[config.mk]
export PLATFORM = sky130hd
export DESIGN_NAME = memlibc_mbist_fail_capture
export DESIGN_NICKNAME = d
export VERILOG_FILES = /design/src/rtl/memlibc_mbist_pkg.sv /design/src/rtl/memlibc_mbist_fail_capture_cmp.sv /design/src/rtl/memlibc_mbist_fail_capture.sv
export SDC_FILE = /design/constraint.sdc
export NUM_CORES = 1
export LEC_CHECK = 0
export ABC_CLOCK_PERIOD_IN_PS = 6100
export BUFFER_PORTS_ARGS = -buffer_cell sky130_fd_sc_hd__buf_4
export CORE_MARGIN = 1
export CORE_UTILIZATION = 40
export CTS_CLUSTER_DIAMETER = 150
export DETAILED_ROUTE_END_ITERATION = 8
export PLACE_DENSITY = 0.64
export SKIP_LAST_GASP = 1
export SLEW_MARGIN = 30
export SYNTH_ARGS = -nofsm -noshare
export SYNTH_HDL_FRONTEND = slang
export SYNTH_SLANG_ARGS = --single-unit
[constraint.sdc]
create_clock -name bist_clk -period 6.1 [get_ports bist_clk]
set_clock_uncertainty 0.05 [all_clocks]
set_input_delay 0.61 -clock bist_clk [delete_from_list [all_inputs] [get_ports bist_clk]]
set_output_delay 0.61 -clock bist_clk [all_outputs]
set_load 0.1 [all_outputs]
[src/rtl/memlibc_mbist_pkg.sv]
// Shared definitions for the memlibc memory BIST assembly.
//   state_e      : fail-capture session state (IDLE / ARMED / FROZEN)
//   DEF_*_W      : default datapath widths used by the BIST blocks
package memlibc_mbist_pkg;

  localparam int DEF_DATA_W = 32;
  localparam int DEF_ADDR_W = 10;
  localparam int DEF_CNT_W  = 8;

  typedef enum logic [1:0] {
    ST_IDLE   = 2'd0,
    ST_ARMED  = 2'd1,
    ST_FROZEN = 2'd2
  } state_e;

endpackage

[src/rtl/memlibc_mbist_fail_capture_cmp.sv]
// Combinational masked compare of one read word against its expected word.
//   data     : memory read data
//   exp_word : expected data, polarity already applied
//   mask     : 1 = bit excluded from the compare
//   diff     : per-bit mismatch with masked bits forced to 0
//   any_fail : at least one unmasked bit differs
module memlibc_mbist_fail_capture_cmp #(
  parameter int DATA_W = 32
) (
  input  logic [DATA_W-1:0] data,
  input  logic [DATA_W-1:0] exp_word,
  input  logic [DATA_W-1:0] mask,
  output logic [DATA_W-1:0] diff,
  output logic              any_fail
);

  assign diff     = (data ^ exp_word) & ~mask;
  assign any_fail = |diff;

endmodule

[src/rtl/memlibc_mbist_fail_capture.sv]
// Result-capture stage of the memlibc BIST: two-stage pipelined masked
// compare plus session results (sticky GO/FAIL, saturating fail count,
// first-fail address and bit-difference log).
//   bist_clk, bist_rst           : clock, synchronous active-high reset
//   session_start / session_end  : open (clear results) / close a session
//   stop_on_fail                 : freeze capture after the first fail
//   rd_valid, rd_addr, rd_data   : read beat from the memory under test
//   exp_data, exp_inv, cmp_mask  : expected word, polarity select, ignore mask
//   busy, go, frozen             : session status
//   fail_pulse, fail_sticky      : per-compare strobe / session fail flag
//   fail_cnt, first_addr, first_diff : fail count and first-fail log
module memlibc_mbist_fail_capture
  import memlibc_mbist_pkg::*;
#(
  parameter int DATA_W = DEF_DATA_W,
  parameter int ADDR_W = DEF_ADDR_W,
  parameter int CNT_W  = DEF_CNT_W
) (
  input  logic              bist_clk,
  input  logic              bist_rst,
  input  logic              session_start,
  input  logic              session_end,
  input  logic              stop_on_fail,
  input  logic              rd_valid,
  input  logic [ADDR_W-1:0] rd_addr,
  input  logic [DATA_W-1:0] rd_data,
  input  logic [DATA_W-1:0] exp_data,
  input  logic              exp_inv,
  input  logic [DATA_W-1:0] cmp_mask,
  output logic              busy,
  output logic              go,
  output logic              fail_pulse,
  output logic              fail_sticky,
  output logic [CNT_W-1:0]  fail_cnt,
  output logic [ADDR_W-1:0] first_addr,
  output logic [DATA_W-1:0] first_diff,
  output logic              frozen
);

  state_e              state, state_nxt;
  logic                v1;
  logic [ADDR_W-1:0]   addr1;
  logic [DATA_W-1:0]   d1, e1, m1;
  logic [DATA_W-1:0]   diff;
  logic                any_diff;
  logic                fail;

  memlibc_mbist_fail_capture_cmp #(.DATA_W(DATA_W)) u_cmp (
    .data     (d1),
    .exp_word (e1),
    .mask     (m1),
    .diff     (diff),
    .any_fail (any_diff)
  );

  assign fail = v1 & any_diff;

  // session_start overrides everything, including a simultaneous session_end
  always_comb begin
    state_nxt = state;
    if (session_start) begin
      state_nxt = ST_ARMED;
    end else begin
      case (state)
        ST_ARMED: begin
          if (session_end)               state_nxt = ST_IDLE;
          else if (fail && stop_on_fail) state_nxt = ST_FROZEN;
        end
        ST_FROZEN: if (session_end) state_nxt = ST_IDLE;
        default: ;
      endcase
    end
  end

  always_ff @(posedge bist_clk) begin
    if (bist_rst) begin
      state       <= ST_IDLE;
      v1          <= 1'b0;
      addr1       <= '0;
      d1          <= '0;
      e1          <= '0;
      m1          <= '0;
      fail_pulse  <= 1'b0;
      fail_sticky <= 1'b0;
      fail_cnt    <= '0;
      first_addr  <= '0;
      first_diff  <= '0;
    end else begin
      state <= state_nxt;
      // stage 1: only ARMED accepts reads; a start edge flushes the beat
      v1    <= rd_valid & (state == ST_ARMED) & ~session_start;
      addr1 <= rd_addr;
      d1    <= rd_data;
      e1    <= exp_data ^ {DATA_W{exp_inv}};
      m1    <= cmp_mask;
      // stage 2: a start edge drops the retiring entry along with the results
      if (session_start) begin
        fail_pulse  <= 1'b0;
        fail_sticky <= 1'b0;
        fail_cnt    <= '0;
        first_addr  <= '0;
        first_diff  <= '0;
      end else begin
        fail_pulse <= fail;
        if (fail) begin
          fail_sticky <= 1'b1;
          if (fail_cnt != {CNT_W{1'b1}}) fail_cnt <= fail_cnt + 1'b1;
          // log only the first fail of the session
          if (!fail_sticky) begin
            first_addr <= addr1;
            first_diff <= diff;
          end
        end
      end
    end
  end

  assign busy   = (state != ST_IDLE);
  assign frozen = (state == ST_FROZEN);
  assign go     = ~fail_sticky;

endmodule

==> impl_metrics.csv, run 1 <==
group,metric,value,unit
sta,fin_crit,2690,ps
synth,yosysSeqAreaShare,0.559,
finish,syn_to_final_growth,33.5,%
synth,syn_area_per_cell,10.0,um^2
detailed_routing,drc,0,
finish,drive_gt1_frac,0.284,
sta,finalSetupTns,0,ps
grt,grt_usage,0.190,
setup_path,endpoint_kind,"flip-flop",
detailed_routing,viasPerCell,4.88,
power,intPower,1.91,mW
placed_design,dpl.hpwl,9780,um
power,p_switching,0.523,mW
sta,finalMaxSlewViolations,0,
placed_design,place_area,0.00708,mm^2
power,clock_power_share,0.455,
floorplan,coreArea,0.0140,mm^2
floorplan,ios,168,
sta,setup_viol,0,
finish,antenna_cells,0,
synth,synth.distinct_cells,38,
power,p_per_area,315,mW/mm^2
setup_path,crit_path_cell_trace,"xnor2_1 -> o22ai_1 -> or4_1 -> o41ai_4 -> buf_4 -> o21ai_0 -> a21oi_1",
power,switching_share,0.215,
detailed_routing,detail_route.wl_per_cell,15.0,um
detailed_routing,routed-via-count,4466,
clock_network,cts_hold_buf,0,
clock_network,postCtsSetupRepairBufs,0,
sta,slew_headroom,0.492,
setup_path,slowest_delay,620,ps
clock_network,clk_pin_slew,60,ps
clock_network,cts_root_buf,"clkbuf_16",
hold_path,min_path_type,"input port to flip-flop",
detailed_routing,ant_nets,0,
detailed_routing,finalWirelength,13800,um
placed_design,finalWeightedCongestion,0.791,
grt,grt_overflow,0,
floorplan,start_util,0.412,
finish,fin_nets,836,
detailed_routing,dr.pass1.iters,4,
setup_path,critPathArrivalTime,2990,ps
floorplan,die-height,122,um
floorplan,rows,43,
power,seqPwrFrac,0.460,
power,ir_worst_vdd,0.000182,V
clock_network,cts_buffer_depth,2,
sta,tightest_slew,762,ps
synth,synth_area,0.00577,mm^2
placed_design,portBuffers,167,
power,p_leak,3.00,nW
grt,grt_pass1_wl,21200,um
sta,period_share,0.440,
grt,grt_max_degree,109,
setup_path,crit_type,"flip-flop to flip-flop",
clock_network,tritoncts,"done",
synth,yosysWarnings,0,
setup_path,cp_slowest_cell,"or4_1",
clock_network,cts.sink_count,161,
job,max_cap_violations,0,
clock_network,clkLatencyLatePin,430,ps
clock_network,cts_inserted_buffers,17,
outcome,outcome,"complete, no violations",
setup_path,start_kind,"flip-flop",
sta,rsz0062_at_grt,"false",
floorplan,fp.dieW,122,um
clock_network,htreeDepth,4,
power,combPwrFrac,0.085,
finish,design_area,0.00770,mm^2
setup_path,cp_max_fo,53,
sta,hold_viol_final,0,
synth,ys_ff_latch,161,
sta,clock.fmax,0.372,GHz
detailed_routing,drt_iter0_markers,238,
grt,grt_pass1_vias,4233,
grt,antenna_found_initial,0,
floorplan,dieArea,0.0149,mm^2
clock_network,postCtsResizedCells,0,
synth,syn-num-nets,689,
setup_path,cp.required,6400,ps
synth,syn-instance-count,575,
-- synth_stat cells, drive strengths merged --
cell type	number	share of area
inv	5	0.0033
nor3	3	0.0026
nand2b	1	0.0011
or2	2	0.0022
or3	1	0.0011
and3	1	0.0011
o211ai	1	0.0013
or4	38	0.051
a41oi	1	0.0015
nand3	14	0.012
clkbuf	24	0.016
buf	18	0.018
dfxtp	161	0.56
nor2b	75	0.081
nand4b	1	0.0015
a31oi	1	0.0011
nor2	37	0.024
o21ai	45	0.039
nand2	1	0.00065
ha	1	0.0022
xnor2	64	0.097
o22ai	16	0.017
o41a	1	0.0020
a311oi	1	0.0015
nor4	2	0.0022
a41o	1	0.0017
nand4	4	0.0043
a21oi	51	0.044
o31ai	2	0.0026
o41ai	2	0.0063
-- power by group through the flow --
stage	Clock (mW)	Combinational (mW)	Sequential (mW)
after detailed placement	0	0.210	1.14
after global routing	1.18	0.226	1.12
after global placement	0	0.208	1.14
after floorplan	0	0.113	1.14
final	1.11	0.206	1.12
after CTS	1.13	0.211	1.12
-- per-layer routing --
metal / wire length, um / track usage / vias up
li1: - / - / 2263
met1: 5880 / 0.225 / 2051
met2: 6880 / 0.320 / 135
met3: 791 / 0.0534 / 17
met4: 212 / 0.0785 / 0
met5: 0 / 0 / -
-- critical path, delay by kind of cell, from the launching register on --
| family | cells | cell delay (ps) |
|---|---|---|
| buf+inv | 1 | 470 |
| simple gates | 1 | 620 |
| xor+xnor | 1 | 330 |
| flops | 1 | 300 |
| compound gates | 4 | 850 |
-- final cells by class --
class | instances | area, um^2
fillers | 1270 | 6290
flip-flops and latches | 161 | 3230
multi-input cells | 367 | 2330
repair buffers | 170 | 1280
clock buffers | 21 | 460
well taps | 180 | 225
clock inverters | 11 | 160
inverters | 5 | 18.8
-- placed cells by master (no fill, tap or decap), types with 2 or more instances in the layout --
cell,instances
buf_4,169
dfxtp_1,160
nor2b_1,75
xnor2_1,64
a21oi_1,51
o21ai_0,39
nor2_1,37
or4_1,33
clkbuf_16,17
o22ai_1,16
nand3_1,14
o21ai_1,6
inv_1,5
clkinv_2,5
nand4_1,4
bufinv_16,4
nor3_1,3
or4_2,3
or4_4,2
nor4_1,2
o31ai_1,2
clkinvlp_4,2
clkbuf_1,2
clkbuf_8,2
-- path summary, 6_finish.rpt --
path	from	to	slack (ps)	cells after the start
worst min register to register	addr1[9]	first_addr[9]	400	2
worst max-delay path	e1[22]	first_addr[2]	3410	7
worst max register to register	e1[22]	first_addr[2]	3410	7
worst min-delay path	rd_data[7]	d1[7]	340	2
-- logic make-up after synthesis --
kind of cell,Yosys count,share of synthesized area
adders and majority gates,1,0.00217
AOI/OAI and AO/OA,122,0.119
and+or+nand+nor,180,0.186
DFF,161,0.559
xor gates and xnor gates,64,0.0972
buffers and inverters,47,0.0375
-- stage by stage --
step	utilization	power (mW)	hold WS (ps)	setup slack (ps)	cells
after floorplan	-	1.26	379	3560	575
after global placement	0.506	1.35	392	3450	883
after detailed placement	0.506	1.35	396	3420	883
after CTS	0.551	2.45	331	3410	915
after global routing	0.551	2.53	336	3240	915
final	0.551	2.43	345	3410	915
-- state kept, by name (all words and copies together) (netlist names) --
name         cells
e1              32
fail_sticky      1
m1              32
fail_cnt         8
addr1           10
state            2
fail_pulse       1
d1              32
v1               1
first_diff      32
first_addr      10
Note: power is estimated with default switching activity, not from simulation.
==> run 2, diff against run 1 <==
Settings changed: ABC_CLOCK_PERIOD_IN_PS 6100 to 2800.
Clock period 6.1 ns to 2.8 ns, I/O delays scaled along.
==> run 2 against run 1 <==
Core utilization is essentially flat. Sequential share of layout area shrank 0.066 points. First-iteration DRC count grew 4.2%. Power grew 110%. Sequential cell count is the same. Cell area is essentially flat. Cell count grew 0.11%. Hold slack lost 320 ps. Largest cell class unchanged. Largest power group unchanged. Highest routed layer unchanged.
==> impl_metrics.csv, run 2 (same netlist as run 1, synthesis figures left out) <==
group,metric,value,unit
setup_path,cp_max_fo,17,
grt,grt_usage,0.194,
clock_network,cts_buffer_depth,2,
detailed_routing,viasPerCell,4.98,
sta,finalSetupTns,0,ps
power,combPwrFrac,0.087,
power,p_per_area,676,mW/mm^2
floorplan,die-height,122,um
grt,grt_max_degree,61,
clock_network,tritoncts,"done",
finish,fillers,1292,
placed_design,dpl.hpwl,10000,um
detailed_routing,drt_iter0_markers,248,
sta,period_share,0.946,
power,ir_worst_vdd,0.000459,V
outcome,outcome,"complete, no violations",
finish,drive_gt1_frac,0.288,
floorplan,fp.dieW,122,um
clock_network,htreeDepth,4,
sta,setup_slack,152,ps
clock_network,clkLatencyLatePin,410,ps
finish,final_cell_mix,"buf_4 (173), dfxtp_1 (160), nor2b_1 (75)",
setup_path,crit_type,"flip-flop to flip-flop",
detailed_routing,detail_route.wl_per_cell,15.3,um
grt,grt_pass1_vias,4398,
finish,syn_to_final_growth,33.6,%
power,switching_share,0.210,
grt,grt_overflow,0,
sta,clock.fmax,0.378,GHz
grt,grt_pass1_wl,21500,um
power,p_switching,1.09,mW
detailed_routing,finalWirelength,14000,um
sta,finalMaxSlewViolations,0,
finish,seq_area,0.00322,mm^2
finish,multi_input_area,0.00233,mm^2
sta,hold_viol_final,0,
clock_network,clk_pin_slew,60,ps
sta,holdWs,28.6,ps
placed_design,portBuffers,167,
detailed_routing,routed-via-count,4566,
grt,antenna_found_initial,0,
floorplan,rows,43,
setup_path,critPathArrivalTime,2960,ps
sta,slew_headroom,0.520,
sta,tightest_slew,721,ps
floorplan,start_util,0.412,
hold_path,min_path_type,"input port to flip-flop",
clock_network,cts_hold_buf,0,
sta,setup_viol,0,
floorplan,coreArea,0.0140,mm^2
floorplan,ios,168,
sta,rsz0062_at_grt,"false",
power,seqPwrFrac,0.467,
sta,fin_crit,2650,ps
setup_path,endpoint_kind,"flip-flop",
setup_path,start_kind,"flip-flop",
power,intPower,4.12,mW
setup_path,cp.required,3110,ps
detailed_routing,ant_nets,0,
placed_design,pre_cts_ws,91.9,ps
floorplan,dieArea,0.0149,mm^2
placed_design,finalWeightedCongestion,0.789,
clock_network,cts_inserted_buffers,17,
detailed_routing,dr.pass1.iters,4,
job,max_cap_violations,0,
finish,fin_nets,839,
finish,mostFrequentLayoutCell,"buf_4",
finish,antenna_cells,0,
power,p_leak,3.01,nW
clock_network,cts.sink_count,161,
finish,utilization,0.551,
power,clock_power_share,0.446,
detailed_routing,drc,0,
clock_network,cts_root_buf,"clkbuf_16",
run 2: changes by cell type in the layout (fill, tap and decap cells not counted), moves of 2 or more:
cell | before | now
buf_4 | 169 | 173
bufinv_16 | 4 | 2
clkbuf_8 | 2 | 8
clkinvlp_4 | 2 | 0
clkinv_2 | 5 | 2
run 2: area by class of cell:
type | instances | area share
repair buffers | 173 | 0.168
clock inverters | 4 | 0.00909
flip-flops and latches | 161 | 0.418
multi-input cells | 367 | 0.303
well taps | 180 | 0.0292
inverters | 5 | 0.00243
clock buffers | 26 | 0.0700
run 2: worst paths after layout:
| path | from | endpoint | slack [ps] | cells past startpoint |
|---|---|---|---|---|
| min | cmp_mask[7] | m1[7] | 30 | 2 |
| min reg2reg | addr1[9] | first_addr[9] | 400 | 2 |
| max | e1[12] | fail_cnt[2] | 150 | 6 |
| max reg2reg | e1[12] | fail_cnt[2] | 150 | 6 |
run 2: timing repair:
item	CTS	global route
resized for setup	0	1
hold endpoints to repair	0	0
setup endpoints to repair	0	1
buffers inserted	0	0
run 2: per-stage QoR:
stage	std cells	total power, mW	area (um^2)
final	916	5.21	7710
after global routing	916	5.41	7710
after global placement	886	2.94	7100
after floorplan	575	2.74	5770
after CTS	916	5.27	7710
after detailed placement	886	2.94	7100
run 2: routing by layer:
metal  vias to the layer above  share of wire  routed length, um  track usage
li1                       2269              -                  -            -
met5                         -              0                  0            0
met2                       162           0.50               7070        0.334
met3                        13          0.053                747       0.0473
met1                      2122           0.43               6040        0.231
met4                         0          0.012                165       0.0747
run 2: power groups by stage:
stage                     clock [mW]  combinational (mW)  sequential [mW]
after floorplan                    0               0.245             2.49
after detailed placement           0               0.458             2.49
after global routing            2.47               0.492             2.44
after global placement             0               0.452             2.48
after CTS                       2.37               0.459             2.44
final                           2.32               0.452             2.43
run 2: worst max-delay path: stages, from the launching register on:
cell	delay, ps
dfxtp_1	310
xnor2_1	330
o22ai_1	170
or4_1	630
o41a_2	650
a311oi_1	320
a41o_1	130
==> run 3, diff against run 2 <==
Settings changed: PLACE_DENSITY 0.64 to 0.65, SYNTH_HIERARCHICAL from default to 1.
==> run 3 against run 2 <==
Fmax increased by 9.1%. Clock power rose by 3%. Combinational power up 2%. Register-to-register slack gained 220 ps. Wire length is 8.9% lower. Synthesized cell count increased by 3.0%. Sequential share of layout area grew 0.53 points. Largest cell class unchanged. Cell count is 2.9% higher. Power rose by 1.4%. Setup slack improved by 220 ps. Core utilization increased by 1.7 points. Hold slack worse by 13 ps.
==> impl_metrics.csv, run 3 <==
group,metric,value,unit
outcome,outcome,"complete, no violations",
detailed_routing,viasPerCell,4.60,
grt,grt_pass1_vias,4170,
clock_network,cts.sink_count,161,
hold_path,min_path_type,"input port to flip-flop",
setup_path,crit_path_cell_trace,"xnor2_1 -> o22ai_1 -> nor4_1 -> nand4_1 -> and2_1 -> o21ai_1 -> mux2i_1 -> nor2_1",
setup_path,critical_path_buf_inv_count,0,
synth,syn-instance-count,592,
detailed_routing,ant_nets,0,
clock_network,cts_buffer_depth,2,
synth,synth.distinct_cells,31,
synth,yosys.area.top_type,"dfxtp_1",
sta,hold_viol_final,0,
finish,final_cell_mix,"buf_4 (172), dfxtp_1 (161), nand2_1 (89)",
power,p_leak,3.08,nW
grt,grt_usage,0.183,
grt,grt_max_degree,64,
setup_path,start_kind,"flip-flop",
placed_design,finalWeightedCongestion,0.824,
finish,drive_gt1_frac,0.271,
finish,utilization,0.568,
clock_network,htreeDepth,4,
synth,yosys.cell_count.top_type,"dfxtp_1",
setup_path,crit_type,"flip-flop to flip-flop",
synth,ys_ff_latch,161,
power,p_per_area,695,mW/mm^2
synth,synth-edff-count,0,
finish,syn_to_final_growth,36.7,%
synth,synth_area,0.00556,mm^2
floorplan,ios,168,
floorplan,rows,42,
setup_path,endpoint_kind,"flip-flop",
clock_network,cts_inserted_buffers,17,
floorplan,coreArea,0.0134,mm^2
sta,finalSetupTns,0,ps
detailed_routing,top_layer,"met4",
synth,ys_top_cells_by_count,"dfxtp_1 (161), nand2_1 (90), nor2b_1 (75)",
placed_design,place_area,0.00698,mm^2
sta,slew_headroom,0.578,
setup_path,cp_slowest_cell,"nor4_1",
sta,tightest_slew,631,ps
floorplan,start_util,0.415,
finish,mostFrequentLayoutCell,"buf_4",
floorplan,dieArea,0.0144,mm^2
grt,grt_overflow,0,
clock_network,cts_hold_buf,0,
detailed_routing,routed-via-count,4338,
placed_design,place_inst,910,
synth,synthFlopType,"dfxtp_1",
detailed_routing,dr_wl_met3,929,um
job,max_cap_violations,0,
sta,finalMaxSlewViolations,0,
detailed_routing,wl_met1,5640,um
finish,design_area,0.00761,mm^2
placed_design,portBuffers,167,
clock_network,clkLatencyLatePin,430,ps
detailed_routing,drc,0,
clock_network,clk_pin_slew,60,ps
detailed_routing,detail_route.wl_per_cell,13.5,um
setup_path,crit_family,"simple AND/OR/NAND/NOR gates",
sta,fin_crit,2430,ps
detailed_routing,dr_wl_met2,6030,um
synth,syn_area_per_cell,9.40,um^2
clock_network,tritoncts,"done",
grt,grt_pass1_wl,20000,um
setup_path,critPathArrivalTime,2660,ps
synth,syn-num-nets,706,
synth,synthArstFlopShare,0,
sta,setup_viol,0,
floorplan,fp.dieW,120,um
detailed_routing,dr.pass1.iters,4,
placed_design,dpl.hpwl,9090,um
finish,antenna_cells,0,
finish,fin_nets,868,
sta,rsz0062_at_grt,"false",
clock_network,postCtsResizedCells,0,
detailed_routing,drt_iter0_markers,221,
grt,antenna_found_initial,0,
setup_path,cp.required,3030,ps
sta,period_share,0.867,
detailed_routing,finalWirelength,12800,um
synth,synth_top_cell_area_share,0.579,
setup_path,cp_max_fo,5,
power,p_total,5.29,mW
synth,yosysWarnings,6,
synth,synth_area_leaders,"dfxtp_1 (58%), xnor2_1 (10%), nor2b_1 (8.4%)",
finish,stdcell_count,943,
clock_network,cts_root_buf,"clkbuf_16",
power,ir_worst_vdd,0.000392,V
synth,yosysSeqAreaShare,0.579,
sta,clock.fmax,0.412,GHz
floorplan,die-height,120,um
setup_path,slowest_delay,440,ps
clock_network,postCtsSetupRepairBufs,0,
run 3: cell types whose count changed in the layout (fill, tap and decap cells not counted), sizes merged, moves of 3 or more:
cell      previous run  this run
nand2                1        90
nor2                37        71
clkinvlp             0         5
or4                 38         2
clkbuf              26        19
nand3               14         1
xor2                 0         3
o21ai               45         5
run 3: metrics by stage:
| stage | worst slack [ps] | hold WS [ps] |
|---|---|---|
| 6_report | 372 | 15.4 |
| 3_3_place_gp | 381 | 370 |
| 3_5_place_dp | 365 | 376 |
| 4_1_cts | 353 | 4.99 |
| 5_1_grt | 159 | 2.73 |
| 2_1_floorplan | 178 | 355 |
run 3: final timing paths:
check	startpoint	end	slack [ps]	depth (start not counted)
setup / recovery	e1[15]	fail_cnt[1]	370	8
hold / removal	cmp_mask[9]	m1[9]	20	2
setup reg to reg	e1[15]	fail_cnt[1]	370	8
hold reg to reg	addr1[6]	first_addr[6]	380	2
run 3: power breakdown:
group | internal (mW) | switching, mW
Clock | 1.49 | 0.898
Sequential | 2.39 | 0.0427
Combinational | 0.245 | 0.218
run 3: cells by family (layout without fill, tap and decap cells):
logic type,count (synthesis),in the layout,synth area share
adders and majority gates,1,1,0.00225
and+or+nand+nor,255,255,0.215
buffers and inverters,33,208,0.0247
DFF,161,161,0.579
xor gates and xnor gates,67,67,0.105
AOI/OAI and AO/OA,74,74,0.0720
muxes,1,1,0.00180
run 3: layout make-up:
cell class	count	area (um^2)
Inverter	2	7.51
Fill cell	1234	5790
Timing Repair Buffer	174	1330
Clock buffer	19	433
Tap cell	176	220
Sequential cell	161	3220
Clock inverter	13	185
Multi-Input combinational cell	398	2210
run 3: layer usage:
metal  GRT usage  vias up
li1            -     2212
met3      0.0703       15
met5           0        -
met2       0.303      132
met4      0.0602        0
met1       0.216     1979
